--- src/rtl/vga_stream_out.sv ---
// vga_stream_out: VGA raster generator and pixel sink for the camera display path.
// Generates hsync/vsync/de from programmable timing and pulls pixels from a
// show-ahead FIFO. Every pixel-rate output is registered one cycle after the
// raster counters so all outputs stay mutually aligned.
// Optional feature: define VGA_TEST_PATTERN_EN to build the colour-bar generator
// selected by test_mode; without it test_mode is ignored.
module vga_stream_out #(
  parameter int unsigned H_SYNC  = 96,
  parameter int unsigned H_BP    = 48,
  parameter int unsigned H_ACT   = 640,
  parameter int unsigned H_FP    = 16,
  parameter int unsigned V_SYNC  = 2,
  parameter int unsigned V_BP    = 33,
  parameter int unsigned V_ACT   = 480,
  parameter int unsigned V_FP    = 10,
  parameter int unsigned HS_POL  = 0,
  parameter int unsigned VS_POL  = 0,
  parameter int unsigned COLOR_W = 4,
  parameter int unsigned CNT_W   = 12
) (
  input  logic                 pixel_clock,
  input  logic                 rst_n,
  input  logic                 enable,
  input  logic                 test_mode,
  input  logic [3*COLOR_W-1:0] pix_data,
  input  logic                 pix_valid,
  output logic                 pix_ready,
  input  logic                 uf_clr,
  output logic                 hsync,
  output logic                 vsync,
  output logic                 de,
  output logic [COLOR_W-1:0]   r,
  output logic [COLOR_W-1:0]   g,
  output logic [COLOR_W-1:0]   b,
  output logic [CNT_W-1:0]     pix_x,
  output logic [CNT_W-1:0]     pix_y,
  output logic                 frame_start,
  output logic                 underflow
);

  localparam int unsigned H_TOT = H_SYNC + H_BP + H_ACT + H_FP;
  localparam int unsigned V_TOT = V_SYNC + V_BP + V_ACT + V_FP;

  localparam logic [CNT_W-1:0] H_LAST     = CNT_W'(H_TOT - 1);
  localparam logic [CNT_W-1:0] V_LAST     = CNT_W'(V_TOT - 1);
  localparam logic [CNT_W-1:0] H_SYNC_END = CNT_W'(H_SYNC);
  localparam logic [CNT_W-1:0] V_SYNC_END = CNT_W'(V_SYNC);
  localparam logic [CNT_W-1:0] H_ACT_BEG  = CNT_W'(H_SYNC + H_BP);
  localparam logic [CNT_W-1:0] H_ACT_END  = CNT_W'(H_SYNC + H_BP + H_ACT);
  localparam logic [CNT_W-1:0] V_ACT_BEG  = CNT_W'(V_SYNC + V_BP);
  localparam logic [CNT_W-1:0] V_ACT_END  = CNT_W'(V_SYNC + V_BP + V_ACT);

  localparam logic HS_ON = (HS_POL != 0);
  localparam logic VS_ON = (VS_POL != 0);

  logic [CNT_W-1:0] h_cnt_q, v_cnt_q;
  logic             run_q;
  logic             h_last, v_last, frame_end;
  logic             hs_on, vs_on, act_on;
  logic             test_sel;
  logic             uf_set;
  logic [3*COLOR_W-1:0] bar_rgb;
  logic [3*COLOR_W-1:0] rgb_d;

  logic                 hsync_q, vsync_q, de_q, frame_start_q, underflow_q;
  logic [3*COLOR_W-1:0] rgb_q;
  logic [CNT_W-1:0]     pix_x_q, pix_y_q;

  assign h_last    = (h_cnt_q == H_LAST);
  assign v_last    = (v_cnt_q == V_LAST);
  assign frame_end = h_last & v_last;

  assign hs_on  = (h_cnt_q < H_SYNC_END);
  assign vs_on  = (v_cnt_q < V_SYNC_END);
  assign act_on = (h_cnt_q >= H_ACT_BEG) && (h_cnt_q < H_ACT_END) &&
                  (v_cnt_q >= V_ACT_BEG) && (v_cnt_q < V_ACT_END);

  // Raster counters: h wraps every line, v advances on each h wrap.
  always_ff @(posedge pixel_clock or negedge rst_n) begin
    if (!rst_n) begin
      h_cnt_q <= '0;
      v_cnt_q <= '0;
    end else if (h_last) begin
      h_cnt_q <= '0;
      v_cnt_q <= v_last ? '0 : v_cnt_q + CNT_W'(1);
    end else begin
      h_cnt_q <= h_cnt_q + CNT_W'(1);
    end
  end

  // Stream enable is only taken at the frame boundary so frames are never partial.
  always_ff @(posedge pixel_clock or negedge rst_n) begin
    if (!rst_n) begin
      run_q <= 1'b0;
    end else if (frame_end) begin
      run_q <= enable;
    end
  end

`ifdef VGA_TEST_PATTERN_EN
  localparam int unsigned BAR_W = H_ACT / 8;
  localparam logic [CNT_W-1:0] BAR_LAST = CNT_W'(BAR_W - 1);

  logic             test_sel_q;
  logic [CNT_W-1:0] bar_pos_q;
  logic [2:0]       bar_idx_q;

  // Pattern select follows the same frame-boundary sampling as run.
  always_ff @(posedge pixel_clock or negedge rst_n) begin
    if (!rst_n) begin
      test_sel_q <= 1'b0;
    end else if (frame_end) begin
      test_sel_q <= test_mode;
    end
  end

  // Bar counter: position within the current bar, cleared outside active video.
  always_ff @(posedge pixel_clock or negedge rst_n) begin
    if (!rst_n) begin
      bar_pos_q <= '0;
      bar_idx_q <= '0;
    end else if (!act_on) begin
      bar_pos_q <= '0;
      bar_idx_q <= '0;
    end else if (bar_pos_q == BAR_LAST) begin
      bar_pos_q <= '0;
      bar_idx_q <= bar_idx_q + 3'd1;
    end else begin
      bar_pos_q <= bar_pos_q + CNT_W'(1);
    end
  end

  assign test_sel = test_sel_q;
  assign bar_rgb  = {{COLOR_W{bar_idx_q[2]}}, {COLOR_W{bar_idx_q[1]}}, {COLOR_W{bar_idx_q[0]}}};
`else
  logic unused_test_mode;
  assign unused_test_mode = test_mode;
  assign test_sel = 1'b0;
  assign bar_rgb  = '0;
`endif

  // FIFO is popped blindly during active stream video; it must ignore empty reads.
  assign pix_ready = act_on & run_q & ~test_sel;
  assign uf_set    = pix_ready & ~pix_valid;

  // Colour source; bars win over the stream since the stream is not popped then.
  always_comb begin
    rgb_d = '0;
    if (act_on && test_sel) begin
      rgb_d = bar_rgb;
    end else if (act_on && run_q && pix_valid) begin
      rgb_d = pix_data;
    end
  end

  // Output register stage, one cycle behind the raster counters.
  always_ff @(posedge pixel_clock or negedge rst_n) begin
    if (!rst_n) begin
      hsync_q       <= ~HS_ON;
      vsync_q       <= ~VS_ON;
      de_q          <= 1'b0;
      rgb_q         <= '0;
      pix_x_q       <= '0;
      pix_y_q       <= '0;
      frame_start_q <= 1'b0;
    end else begin
      hsync_q       <= hs_on ? HS_ON : ~HS_ON;
      vsync_q       <= vs_on ? VS_ON : ~VS_ON;
      de_q          <= act_on;
      rgb_q         <= rgb_d;
      pix_x_q       <= act_on ? (h_cnt_q - H_ACT_BEG) : '0;
      pix_y_q       <= act_on ? (v_cnt_q - V_ACT_BEG) : '0;
      frame_start_q <= (h_cnt_q == '0) && (v_cnt_q == '0);
    end
  end

  // Sticky underflow flag; a set in the same cycle as a clear wins.
  always_ff @(posedge pixel_clock or negedge rst_n) begin
    if (!rst_n) begin
      underflow_q <= 1'b0;
    end else begin
      underflow_q <= uf_set | (underflow_q & ~uf_clr);
    end
  end

  assign hsync       = hsync_q;
  assign vsync       = vsync_q;
  assign de          = de_q;
  assign r           = rgb_q[3*COLOR_W-1:2*COLOR_W];
  assign g           = rgb_q[2*COLOR_W-1:COLOR_W];
  assign b           = rgb_q[COLOR_W-1:0];
  assign pix_x       = pix_x_q;
  assign pix_y       = pix_y_q;
  assign frame_start = frame_start_q;
  assign underflow   = underflow_q;

endmodule

--- config.mk ---
export PLATFORM = sky130hd
export DESIGN_NAME = vga_stream_out
export DESIGN_NICKNAME = d
export VERILOG_FILES = /design/src/rtl/vga_stream_out.sv
export SDC_FILE = /design/constraint.sdc
export NUM_CORES = 1
export LEC_CHECK = 0
export CORE_UTILIZATION = 50
export DETAILED_ROUTE_END_ITERATION = 10
export PLACE_DENSITY = 0.77
export SKIP_LAST_GASP = 1
export SLEW_MARGIN = 5
export SYNTH_ARGS = -nofsm -noshare
export SYNTH_HDL_FRONTEND = slang
export SYNTH_SLANG_ARGS = --single-unit
--- constraint.sdc ---
create_clock -name pixel_clock -period 2.97 [get_ports pixel_clock]
set_input_delay 0.594 -clock pixel_clock [delete_from_list [all_inputs] [get_ports pixel_clock]]
set_output_delay 0.594 -clock pixel_clock [all_outputs]
set_load 0.01 [all_outputs]
# [Word-level counts from Yosys, hierarchy flattened]
# Cells that the tools add are included.
[totals] word_cells=45 memories=0 register_bits=66 latchBits=0 ram_bits=0 mem_bits_ro=0
[op_classes] order_cmp=6 mux=7 div_mod_pow=0 mul=0 reduce_logical=8 shift=0 bitwise=7 n_addsub=4 eq_ne=2
[op_table] operator="12-bit 2-to-1 mux" count=5
[op_table] operator="12-bit by 1-bit adder with 12-bit output, second input constant" count=2
[op_table] operator="12-bit by 10-bit == test with 1-bit output, second input constant" count=2
[op_table] operator="12-bit zero test" count=2
[op_table] operator="12-bit by 10-bit < comparator with 1-bit output, second input constant" count=2
[op_table] operator="12-bit by 6-bit greater-or-equal comparator with 1-bit output, second input constant" count=1
[op_table] operator="12-bit by 8-bit greater-or-equal comparator with 1-bit output, second input constant" count=1
[op_table] operator="12-bit by 2-bit < comparator with 1-bit output, second input constant" count=1
[op_table] operator="12-bit by 7-bit < comparator with 1-bit output, second input constant" count=1
[op_table] operator="12-bit by 6-bit subtractor with 12-bit output, second input constant" count=1
[op_table] operator="12-bit by 8-bit subtractor with 12-bit output, second input constant" count=1
[op_table] operator="1-bit logical AND" count=6
[op_table] operator="1-bit AND" count=4
[op_table] operator="1-bit 2-to-1 mux" count=2
[op_table] operator="1-bit NOT" count=2
[op_table] operator="1-bit OR" count=1

# [Longest topological paths before layout]
[logic_depth] word_depth=7 ltp_mapped=8

# [Worst setup path before layout]
# Ideal clock, no wire load.
[synth_path] kind="reg2out" startpoint="register v_cnt_q[0]" endpoint="output pix_ready" path_buffers=1 stages_incl_launch_ff=7 setup_slack_ps=481 arrival_ps=1895 t_required_ps=2376 cell_sequence="dfrtp_1 > ha_1 > buf_2 > or4_4 > nor4_4 > nor3_4 > nor3b_2"
[synth_between] elab_chain_cells=4 elab_cells_between_ends=5 classes_between="order compare (2); bitwise (1); reduce/logical (2)"
[synth_lines] element="start, declared" line_no="56" rtl="logic [CNT_W-1:0] h_cnt_q, v_cnt_q;"
[synth_lines] element="start signal, assigned" line_no="85" rtl="v_cnt_q <= v_last ? '0 : v_cnt_q + CNT_W'(1);"
[synth_lines] element="12-bit by 6-bit greater-or-equal comparator with 1-bit output" line_no="76" rtl="(v_cnt_q >= V_ACT_BEG) && (v_cnt_q < V_ACT_END);"
[synth_lines] element="1-bit logical AND" line_no="75" rtl="assign act_on = (h_cnt_q >= H_ACT_BEG) && (h_cnt_q < H_ACT_END) &&"
[synth_lines] element="1-bit logical AND (*)" line_no="76"
[synth_lines] element="1-bit AND (*)" line_no="143" rtl="assign pix_ready = act_on & run_q & ~test_sel;"
[synth_lines] element="end, declared" line_no="27" rtl="output logic pix_ready,"
# Every way passes the cells marked *; elsewhere a longest branch is shown, timed or not.

# [Worst setup path in the final report]
[layout_path] startpoint="register v_cnt_q[1]" endpoint="output pix_ready"
# Same word-level chain as after synthesis.

==> impl_metrics.py <==
metrics = {
    "timing": {
        "tightest_slew_ps": 765,
        "relSlewSlack": 0.490,
        "hold_viol_final": 0,
        "final-setup-viol-count": 0,
        "grt_setup_unrepaired": "no",
        "hold_slack_ps": 335,
        "drv_slew": 0,
        "fin_setup_tns_ps": 0,
        "max_freq_mhz": 355,
        "period_share": 0.948,
        "fin_ws_ps": 155,
        "fin_crit_ps": 2810,
        "fin_skew_ps": 5.63,
    },
    "critical_path": {
        "critical_path.max_fanout": 6,
        "arrival_ps": 2220,
        "worst_setup_path_start_kind": "flip-flop",
        "r2r_setup_slack_ps": 630,
        "worstSetupPathType": "flip-flop to primary output",
        "required_ps": 2380,
        "cp-end-kind": "primary output",
    },
    "pwr": {
        "clkPwrFrac": 0.392,
        "seqPwrFrac": 0.575,
        "vdd_ir_drop_max_mv": 0.230,
        "p_leak_nw": 1.73,
        "power_mw": 1.57,
        "power.density_mw_per_mm2": 389,
        "pwr-share-comb": 0.033,
        "p_int_mw": 1.24,
        "p_sw_mw": 0.328,
        "switching_share": 0.209,
    },
    "yosys": {
        "synthCells": 289,
        "ys.flop_type": "dfrtp_1",
        "seq_area_frac_synth": 0.509,
        "synth.avg_cell_area_um2": 11.2,
        "synth_area_mm2": 0.00325,
        "synth_edf_count": 0,
        "synth_largest_area_cell": "dfrtp_1",
        "ys_ff_latch": 66,
        "synth_top_area_frac": 0.493,
        "ys_types": 49,
        "syn-num-nets": 314,
        "yosys_warnings": 0,
        "synth-async-reset-ratio": 1.00,
        "synth.area.top_cells": "dfrtp_1 49%, nor3_2 9.2%, xnor2_1 4.3%",
    },
    "place": {
        "place_hpwl_um": 4480,
        "place.gp.congestion": 0.895,
        "dp_cells": 414,
        "port_buffers": 58,
        "post-place-ws_ps": 162,
        "placed_area_mm2": 0.00388,
    },
    "layout": {
        "layout_commonest_cell": "dfrtp_1",
        "antennaDiodeCount": 0,
        "fin_util": 0.639,
        "area_growth_pct": 24.2,
        "drive_above_1_share": 0.182,
        "stdcell_area_mm2": 0.00404,
        "final_nets": 373,
        "final_cell_mix": "64 x dfrtp_1, 56 x clkdlybuf4s50_1, 30 x nor3_2",
        "fin_cells": 428,
    },
    "drt": {
        "drt_iter0_drc": 107,
        "wl_per_cell_um": 15.6,
        "drt-total-wl_um": 6660,
        "firstDrtPassIters": 7,
        "drc": 0,
        "num_vias": 2363,
        "viasPerCell": 5.52,
        "ant_nets": 0,
    },
    "clocking": {
        "cts_tree": "yes",
        "insertion_delay_ps": 330,
        "cts_root_buf": "clkbuf_8",
        "h-tree-depth": 3,
        "clkTransAtPathRegs_ps": 70,
        "holdBufCountCts": 0,
        "clock_sinks": 66,
        "clk_path_buf_depth": 2,
        "numCtsBuffers": 9,
    },
    "job": {
        "max-cap-violations": 0,
    },
    "global_route": {
        "grt_usage": 0.214,
        "grt_pass1_wl_um": 10600,
        "grt_pass1_vias": 2201,
        "antenna_found_initial": 0,
        "grt_max_degree": 38,
        "grt.overflow.total": 0,
    },
    "die": {
        "rows": 29,
        "coreArea_mm2": 0.00631,
        "die-area_mm2": 0.00682,
        "die_h_um": 82.6,
        "ios": 60,
        "die_x_um": 82.6,
        "start_util": 0.514,
    },
    "status": {
        "status": "finished, final reports clean",
    },
    "min_path": {
        "hp-class": "input pin to async pin",
    },
}
cells in the mapped netlist, drive strengths merged (2+ instances only):
cell	n
nand2	11
nor4	6
clkbuf	8
nor3b	4
nand2b	5
a31oi	2
and3	3
or4	4
buf	14
and4b	2
dfrtp	64
nand4	4
nand3	24
nor2	18
o211ai	2
o31ai	3
xnor2	16
o22ai	2
a21oi	4
nor3	39
ha	7
inv	10
o21ai	6
and4	4
dfstp	2
xor2	9
metal layers:
layer / up-vias / track usage / share of wire
li1: 1133 / - / -
met1: 1147 / 0.284 / 0.45
met2: 73 / 0.327 / 0.47
met3: 10 / 0.0582 / 0.056
met4: 0 / 0.0966 / 0.014
met5: - / 0 / 0
registers in the layout, indices dropped and copies added (netlist names):
signal,count
underflow,1
run_q,1
frame_start,1
pix_y,12
de,1
vsync,1
pix_x,12
hsync,1
v_cnt_q,12
rgb_q,12
h_cnt_q,12
critical path, cell delays in order, from the launching register on:
cell and delay [ps]:
dfrtp_1 440, ha_1 220, or4_4 470, nor4_4 210, nor3_4 80, nor3b_2 170
dlygate4sd2_1 300
final timing paths:
kind / from / endpoint / cells after the start
setup / recovery: v_cnt_q[1] / pix_ready / 6
setup reg to reg: v_cnt_q[1] / underflow / 7
hold reg to reg: underflow / underflow / 2
max in group asynchronous: rst_n / hsync / 2
min in group pixel_clock: underflow / underflow / 2
hold / removal: rst_n / rgb_q[4] / 1
power by group through the flow:
stage                     logic, mW  clock network [mW]  registers, mW
final                        0.0515               0.616          0.904
after global routing         0.0576               0.681          0.903
after CTS                    0.0533               0.636          0.903
after detailed placement     0.0529                   0          0.920
after global placement       0.0522                   0          0.920
after floorplan             0.00902                   0          0.919
final cells by class:
class / instances / area [um^2]
Fill cell: 507 / 2280
Inverter: 10 / 37.5
Multi-Input combinational cell: 191 / 1420
Clock buffer: 14 / 153
Timing Repair Buffer: 70 / 677
Sequential cell: 66 / 1650
Tap cell: 77 / 96.3
cell families (layout without fill, tap and decap cells):
| kind of cell | after synthesis | count (layout) | share of synthesized area |
|---|---|---|---|
| AO/OA/AOI/OAI | 30 | 30 | 0.0701 |
| XOR/XNOR | 25 | 25 | 0.0674 |
| adder cells (fa/ha/maj) | 7 | 7 | 0.0270 |
| buffers and inverters | 32 | 94 | 0.0559 |
| flip-flops | 66 | 66 | 0.509 |
| multiplexers | 1 | 1 | 0.00347 |
| other | 1 | 1 | 0.00115 |
| AND/OR/NAND/NOR | 127 | 127 | 0.266 |
repair_timing:
| item | 4_1_cts | 5_1_grt |
|---|---|---|
| pin swaps | 0 | 1 |
| setup endpoints to repair | 1 | 1 |
| resized for setup | 1 | 2 |
| buffers inserted | 0 | 0 |
(Power assumes the default switching activity.)
